--- config.mk ---
export PLATFORM = sky130hd
export DESIGN_NAME = if_stage
export DESIGN_NICKNAME = d
export VERILOG_FILES = /design/src/rtl/if_stage.sv
export SDC_FILE = /design/constraint.sdc
export NUM_CORES = 1
export LEC_CHECK = 0
export BUFFER_PORTS_ARGS = -buffer_cell sky130_fd_sc_hd__buf_4
export CAP_MARGIN = 10
export CELL_PAD_IN_SITES_DETAIL_PLACEMENT = 1
export CELL_PAD_IN_SITES_GLOBAL_PLACEMENT = 1
export CORE_ASPECT_RATIO = 1.1
export CORE_UTILIZATION = 33
export CTS_BUF_LIST = sky130_fd_sc_hd__clkbuf_4
export DETAILED_ROUTE_END_ITERATION = 7
export PLACE_DENSITY_LB_ADDON = 0.05
export SLEW_MARGIN = 10
export SYNTH_ARGS = -nofsm -noshare
export SYNTH_HDL_FRONTEND = slang
export SYNTH_SLANG_ARGS = --single-unit
--- constraint.sdc ---
create_clock -name clk -period 1.7 [get_ports clk]
set_input_delay 0.425 -clock clk [delete_from_list [all_inputs] [get_ports clk]]
set_output_delay 0.425 -clock clk [all_outputs]
set_load 0.03 [all_outputs]
--- src/rtl/if_stage.sv ---
// Instruction-fetch stage: owns the PC, drives the instruction SRAM request
// and holds a redirect that arrives while the PC is frozen.
module if_stage #(
  parameter logic [31:0] RESET_PC    = 32'hbfbf_fffc,
  parameter int          STALL_W     = 6,
  parameter int          BR_WD       = 33,
  parameter int          IF_TO_ID_WD = 33
) (
  input  logic                   clk,
  input  logic                   rst,
  input  logic [STALL_W-1:0]     stall,
  input  logic [BR_WD-1:0]       br_bus,
  output logic [IF_TO_ID_WD-1:0] if_to_id_bus,
  output logic                   inst_sram_en,
  output logic [3:0]             inst_sram_wen,
  output logic [31:0]            inst_sram_addr,
  output logic [31:0]            inst_sram_wdata,
  output logic                   fetch_adel
);

  localparam logic STOP = 1'b1;

  logic        br_e;
  logic [31:0] br_addr;
  logic        stop;

  logic [31:0] pc_reg;
  logic        ce_reg;
  logic        pend_v;
  logic [31:0] pend_addr;
  logic [31:0] next_pc;
  logic        aligned;

  assign br_e    = br_bus[32];
  assign br_addr = br_bus[31:0];
  assign stop    = (stall[0] == STOP);

  // A held redirect outranks whatever ID is showing now: ID is stalled on the
  // same branch, so the first captured target is the correct one.
  always_comb begin
    next_pc = pc_reg + 32'h4;
    if (pend_v)
      next_pc = pend_addr;
    else if (br_e)
      next_pc = br_addr;
  end

  always_ff @(posedge clk) begin
    if (rst) begin
      pc_reg    <= RESET_PC;
      ce_reg    <= 1'b0;
      pend_v    <= 1'b0;
      pend_addr <= 32'h0;
    end else if (!stop) begin
      pc_reg <= next_pc;
      ce_reg <= 1'b1;
      pend_v <= 1'b0;
    end else if (br_e && !pend_v) begin
      pend_v    <= 1'b1;
      pend_addr <= br_addr;
    end
  end

  // Outputs depend only on registered state.
  assign aligned         = (pc_reg[1:0] == 2'b00);
  assign if_to_id_bus    = {ce_reg, pc_reg};
  assign inst_sram_addr  = pc_reg;
  assign inst_sram_en    = ce_reg & aligned;
  assign inst_sram_wen   = 4'b0000;
  assign inst_sram_wdata = 32'h0;
  assign fetch_adel      = ce_reg & ~aligned;

endmodule
Yosys cells after proc, flatten, opt, wreduce, memory -nomap -nowiden
Cells that the tools add are included.
- register bits: 66
- input port bits: 41
- add/subtract/negate cells: 1
- muxes and demuxes: 2
- bitwise gates (word level): 4
- reduce and logical (&&, ||, !) cells: 5
- operator list (kind ; count):
    32-bit 2-to-1 mux ; 2
    32-bit by 3-bit adder with 32-bit output, second input constant ; 1
    1-bit AND ; 2
    2-bit zero test ; 1
    1-bit inverter ; 2
    2-bit AND reduction ; 1
    2-bit OR reduction ; 1
    1-bit logical AND ; 1
    1-bit zero test ; 1

Longest topological paths before layout
Gate-level depths: netlist of run 1.
- depth in word-level cells: 3
- mapped depth: 7

Worst setup path after synthesis of run 1
No wires, ideal clock.
- kind: register to register
- from: reg pc_reg[2], in the netlist inst_sram_addr[2]
- to: reg pc_reg[28], in the netlist inst_sram_addr[28]
- setup time: 0.125 ns
- arrival time: 1.876 ns
- data required time: 1.575 ns
- path slack: -0.301 ns
- cell stages (with the launch flop): 6
- buffers on the path: 0
- clock period less this slack: 2.001 ns
- path through: dfxtp_1 > ha_1 > nand4_2 > or4_1 > nor4_2 > nor3_1
- word-level cells in the longest chain between the ends: 3
- ends and longest elaborated chain (what ; line ; RTL):
    start, declared ; 27 ; logic [31:0] pc_reg;
    start signal, assigned ; 55 ; pc_reg <= next_pc;
    32-bit by 3-bit adder with 32-bit output ; 41 ; next_pc = pc_reg + 32'h4;
    32-bit 2-to-1 mux ; 44 ; else if (br_e)
    32-bit 2-to-1 mux ; 42 ; if (pend_v)
No other way between the ends.
A chain may end at the register's enable or synchronous reset.

Final worst setup path of run 1
- from: reg pc_reg[5], in the netlist inst_sram_addr[5]
- to: reg pc_reg[24], in the netlist inst_sram_addr[24]
The elaborated chain is that of the path after synthesis.

==> reports/summary.txt, run 1 <==
Yosys top cell area share = 31.3%
Clk sink count = 66
Final Non-Filler Cells = 828
Worst hold start = rst
Routed Antenna Nets = 0
Fin worst setup slack = 51.0 ps
Crit-path cells = and4_4, nand4_1, o31a_1, o221a_1
Dpl cells = 805
Netlist cell types = 55
CTS tree = done
CP Buf/Inv Count = 0
Worst hold path class = primary input to flop
Top Ports = 144
Root Driver = clkbuf_4
Syn_area_per_cell = 7.57 µm²
Area contributors post-synth = dfxtp_1 31%, buf_4 12%, nand2_1 11%
Post-synth top flop = dfxtp_1
Synth Cell Area = 4220 µm²
Post-detail-place hpwl = 11,300 µm
Grt ovf = 0
Drc violations = 0
Final Hold Vio Count = 0
R2R setup slack = 50 ps
#FFs+latches synth = 66
WL per Instance = 17.8 µm
P&R area growth vs syn = 30.2%
Clock Latency Late Sink = 450 ps
Initial antenna violation count = 0
CTS buffer count = 9
End of the worst register-to-register path = inst_sram_addr[24]
Slew Viols, Final = 0
CP Launch Point = inst_sram_addr[5]
Crit path required time = 2030 ps
RSZ-0062 raised after global routing = true
Worst slack at placement = -93.7 ps
Crit-path slowest cell = dfxtp_2
CP Class = flop to flop
Status = finished clean
Fmax = 0.606 GHz
Crit end category = flop
Seq/Total Area, Yosys = 31.3%
Clock Path Buffers = 2
Post-synth top area cell = dfxtp_1
CP max FO = 9
Vias in the first global route = 4,202
DR pass1 iterations = 4
# nets final = 711
Port Buffers = 102
Fin Hold WS = 205 ps
Maximum vdd drop = 0.358 mV
Setup violations, final = 0
Worst path max stage delay = 480 ps
CTS Hold Bufs = 0
Startpoint Class = flop
Gpl congestion = 0.846
Reg2reg path depth = 4
Top delay family on crit path = compound AO/OA/AOI/OAI gates
Setup TNS Final = 0 ps
Relative slew margins = 60.1%
Worst Hold End = inst_sram_addr[30]
P per Cell Area = 868 nW/µm²
Core Footprint = 12,200 µm²
Layout cells sized above 1 = 34.4%
Ant diodes = 0
Clock Pin Slew Worst Setup and Hold Paths = 130 ps
Slew of the pin with the lowest slew margin = 596 ps
Number of synthesized flops with an enable pin = 0
First-pass GRT wire length = 22,800 µm
Die width = 110 µm
Syn Inst Count = 558
Via density = 5.25
Ys Warns = 0
Async set-reset flop share out of synthesis = 0%
Fin Clk Skew = 19.2 ps
Final worst path period need = 1650 ps
Vias = 4,351
Leakage = 0.00224 µW
Largest net degree at the start of global routing = 24
Starting DRT DRC Count = 158
Worst Hold Depth = 2
Worst Path Arrival = 1980 ps
WL final = 14,700 µm
CTS H-tree lvls = 3
Final core utilization = 44.9%
R2r startpoint = inst_sram_addr[5]
Period utilization = 97.0%
Number of cell rows = 42
Die ar. = 13,300 µm²
Die span in y = 121 µm
Gr usage total = 22.8%
Max-cap violation count = 0
Initial Utilization = 34.5%
[report_power, final]
group / switching [µW] / internal (µW) / leakage (µW)
Combinational: 1150 / 703 / 0.00163
Sequential: 129 / 1670 / 0.000541
Clock: 649 / 477 / 0.0000745
Total: 1930 / 2850 / 0.00224
[worst register-to-register path: stages, from the launching register on]
cell     delay (ps)
dfxtp_2         480
and4_4          270
nand4_1         220
o31a_1          360
o221a_1         210
[what timing repair did]
action | 4_1_cts | 5_1_grt
setup endpoints to repair | 1 | 15
hold endpoints to repair | 0 | 0
pin swaps | 1 | 7
buffers inserted | 1 | 6
resized for setup | 0 | 18
[cell usage in the layout, fill, tap and decap left out, types with 12 or more instances in the layout]
| master | instances |
|---|---|
| dfxtp_2 | 16 |
| dfxtp_1 | 46 |
| a21oi_1 | 51 |
| nor2_1 | 12 |
| conb_1 | 36 |
| buf_4 | 165 |
| nand3_1 | 17 |
| o211ai_1 | 21 |
| nand2_1 | 122 |
[cells by family after synthesis]
| group | Yosys count | share of synthesized area [%] |
|---|---|---|
| compound gates | 144 | 23.4 |
| fa+ha+maj | 1 | 0.296 |
| buf+inv | 117 | 16.9 |
| flops | 66 | 31.3 |
| mux | 3 | 0.711 |
| other cells | 1 | 0.0888 |
| simple gates | 226 | 27.3 |
[synth_stat cells, types with 3 or more instances]
library cell and number:
and2_1 4, o22a_1 7, o21ai_0 6, inv_1 11, dfxtp_1 66, a21oi_1 51
a211oi_1 11, and4_1 7, nor3_1 13, nand3b_1 10, o211ai_1 21, o22ai_1 6
nand2_1 122, nor4_2 3, o21a_1 7, o221a_1 3, nor2_1 12, buf_2 7
nor2b_1 3, a41oi_1 3, buf_4 69, nor4_1 9, buf_1 6, nand3_1 17
nand4_1 8, and3_1 5, a31oi_1 6, clkbuf_1 23, o221a_2 4, o2111ai_1 3
mux2i_1 3, a311o_1 4
[layer usage]
layer / share of wire [%] / track usage [%]
met5: 0 / 0
met4: 1.6 / 7.42
met3: 5.4 / 2.86
met2: 47 / 36.1
met1: 46 / 31.8
[how the worst max path moves through the flow]
stage	end	cells past startpoint	slack, ps
floorplan	inst_sram_addr[28]	6	-2
global placement	inst_sram_addr[19]	6	-80
detailed placement	inst_sram_addr[19]	6	-90
CTS	inst_sram_addr[20]	6	4
global route	inst_sram_addr[30]	4	-8
finish	inst_sram_addr[24]	4	50
[area by class of cell]
type                            count  area [µm²]
Fill cell                        1523        6740
Multi-Input combinational cell    410        2410
Timing Repair Buffer              171        1360
Sequential cell                    66        1360
Tap cell                          154         193
Clock buffer                       11        82.6
Clock inverter                      5        55.1
Inverter                           11        41.3
[through the flow]
stage / area (µm²) / power [µW]
final: 5500 / 4780
after global routing: 5500 / 5010
after CTS: 5370 / 4750
after detailed placement: 5230 / 3630
after global placement: 5230 / 3600
after floorplan: 4410 / 3020
Power figures use the tool's default switching activity.
==> inputs of run 2 (changes only) <==
- ABC_AREA: default -> 1
- CORE_UTILIZATION: 33 -> 32
==> run 2 against run 1 <==
Fmax increased by 1.2%. Flip-flop and latch count stayed put. Cell count rose by 4.0%. Via count shrank 3.4%. Design area is 8.8% lower. Sequential power is essentially flat. Wire length decreased by 7.3%. First-iteration DRC count increased by 22%. Largest cell class unchanged. Utilization shrank 5.1 points. Critical endpoint is now fetch_adel. Register-to-register slack better by 120 ps. Power shrank 7.5%. Clock skew up 1.7 ps.
==> reports/summary.txt, run 2 <==
Status = finished clean
CTS tree = done
Maximum vdd drop = 0.363 mV (+1.4%)
Initial antenna violation count = 1 (+1)
Drc violations = 0 (unchanged)
Slew Viols, Final = 0 (unchanged)
Gpl congestion = 0.838 (-0.88%)
Final worst path period need = 1630 ps (-20.0 ps)
Clock Pin Slew Worst Setup and Hold Paths = 110 ps (-20 ps)
Crit-path slowest cell = dfxtp_1
# fillers = 1,623 (+6.6%)
Final Hold Vio Count = 0 (unchanged)
Top Ports = 144 (unchanged)
Grt ovf = 0 (unchanged)
Number of synthesized flops with an enable pin = 0 (unchanged)
Largest net degree at the start of global routing = 44 (+83%)
Post-detail-place hpwl = 10,300 µm (-8.3%)
#FFs+latches synth = 66 (unchanged)
Post-synth top area cell = dfxtp_1
P per Cell Area = 881 nW/µm² (+1.4%)
Routed Antenna Nets = 0 (unchanged)
Synth Cell Area = 4120 µm² (-2.5%)
# nets final = 741 (+4.2%)
Die span in y = 121 µm (+0.24%)
CTS Hold Bufs = 0 (unchanged)
Die ar. = 13,300 µm² (+0.49%)
Yosys top cell area share = 32.1% (+0.82 points)
Worst slack at placement = 74.0 ps (+168 ps)
Root Driver = clkbuf_4
Final core utilization = 39.9% (-5.1 points)
Async set-reset flop share out of synthesis = 0% (unchanged)
Worst Path Arrival = 1200 ps (-780 ps)
CTS H-tree lvls = 3 (unchanged)
Relative slew margins = 60.7% (+0.57 points)
Fin Clk Skew = 20.9 ps (+1.66 ps)
Post-synth top cells = 157 x nand2_1, 69 x buf_4, 68 x a21oi_1
Port Buffers = 102 (unchanged)
First-pass GRT wire length = 21,300 µm (-6.5%)
Seq/Total Area, Yosys = 32.1% (+0.82 points)
Layout cells sized above 1 = 26.7% (-7.7 points)
Vias in the first global route = 4,078 (-3.0%)
CP max FO = 4 (-5)
Initial Utilization = 32.7% (-1.8 points)
Slew of the pin with the lowest slew margin = 590 ps (-6.00 ps)
Most frequent cells in the layout = 157 x nand2_1, 138 x buf_4, 68 x a21oi_1
Fin Hold WS = 276 ps (+71.5 ps)
RSZ-0062 raised after global routing = false
Ys Warns = 0 (unchanged)
Gr usage total = 21.2% (-1.6 points)
Starting DRT DRC Count = 193 (+22%)
Syn Inst Count = 609 (+9.1%)
Commonest non-fill, non-tap cell in the layout = nand2_1
Clock Path Buffers = 2 (unchanged)
Via density = 4.88 (-7.1%)
Netlist cell types = 27 (-51%)
WL per Instance = 15.9 µm (-11%)
Crit path required time = 1270 ps (-760 ps)
Setup TNS Final = 0 ps (unchanged)
P&R area growth vs syn = 21.9%
Clock Latency Late Sink = 420 ps (-30 ps)
Worst path max stage delay = 400 ps (-80 ps)
Area contributors post-synth = dfxtp_1 32%, nand2_1 14%, buf_4 13%
R2R setup slack = 170 ps (+120 ps)
Crit end category = primary output
Max-cap violation count = 0 (unchanged)
Period utilization = 95.8% (-1.2 points)
Worst hold path class = primary input to flop
Crit-path cells = inv_1, a21oi_1, buf_4
DR pass1 iterations = 4 (unchanged)
Post-synth top flop = dfxtp_1
Vias = 4,203 (-3.4%)
Number of cell rows = 43 (+2.4%)
Core Footprint = 12,600 µm² (+2.8%)
WL final = 13,700 µm (-7.3%)
Leakage = 0.00239 µW (+6.8%)
Fin worst setup slack = 70.9 ps (+20.0 ps)
Fmax = 0.614 GHz (+1.2%)
Syn_area_per_cell = 6.76 µm² (-11%)
CP Class = flop to primary output
Startpoint Class = flop
Setup violations, final = 0 (unchanged)
Clk sink count = 66 (unchanged)
Die width = 110 µm (+0.25%)
CTS buffer count = 9 (unchanged)
Most common cell in the netlist = nand2_1
Design Power = 4420 µW (-7.5%)
-- run 2: cell types whose count changed in the layout (fill, tap and decap cells not counted), moves of 19 or more --
cell      delta
a221oi_1    +25
o211ai_1    -19
inv_1       +20
buf_4       -27
nand3_1     +35
nand2_1     +35
nor2_1      +46
-- run 2: final cells by class --
cell class | instances | area, µm² | share of cell area [%]
multi-input combinational | 445 | 2150 | 42.8
sequential | 66 | 1330 | 26.5
timing repair buffer | 140 | 1080 | 21.4
tap | 157 | 196 | 3.91
inverter | 37 | 139 | 2.77
clock buffer | 11 | 82.6 | 1.65
clock inverter | 4 | 43.8 | 0.872
antenna | 1 | 2.50 | 0.0499
-- run 2: stage by stage --
| stage | instance area (µm²) | cells |
|---|---|---|
| after floorplan | 4250 | 644 |
| after global placement | 4880 | 845 |
| after detailed placement | 4880 | 845 |
| after CTS | 5010 | 860 |
| after global routing | 5020 | 861 |
| final | 5020 | 861 |
-- run 2: layer usage --
layer  GRT usage, %  part of all wire [%]  wire length [µm]  vias up
met2           32.8                    45              6200      110
li1               -                     -                 -     2075
met4           7.48                   1.7               234        0
met5              0                     0                 0        -
met3           2.31                   3.8               517       15
met1           30.3                    49              6700     2003
-- run 2: power breakdown --
part | leakage, µW | switching, µW | total, µW | internal [µW]
clock network | 0.0000741 | 610 | 1080 | 466
registers | 0.000542 | 114 | 1770 | 1650
logic | 0.00178 | 1050 | 1580 | 526
total | 0.00239 | 1780 | 4420 | 2640
-- run 2: worst max-delay path: cells and delay by family (launching register included) --
kind                   cells  cell delay (ps)
DFF                        1              400
buffers and inverters      2              260
AOI/OAI and AO/OA          1              130
-- run 2: final timing paths --
check / startpoint / to / cells past startpoint
setup / recovery: inst_sram_addr[1] / fetch_adel / 3
hold / removal: br_bus[0] / inst_sram_addr[0] / 3
setup reg to reg: inst_sram_addr[3] / inst_sram_addr[16] / 7
hold reg to reg: pend_addr[0] / pend_addr[0] / 2
-- run 2: what timing repair did --
action | CTS | global route
buffers inserted | 0 | 0
setup endpoints to repair | 0 | 5
resized for setup | 0 | 6
-- run 2: cells by family after synthesis --
logic type / synth area share (%)
simple gates: 30.9
flops: 32.1
compound gates: 16.3
other cells: 0.0911
buf+inv: 18.9
xor+xnor: 1.49
fa+ha+maj: 0.304
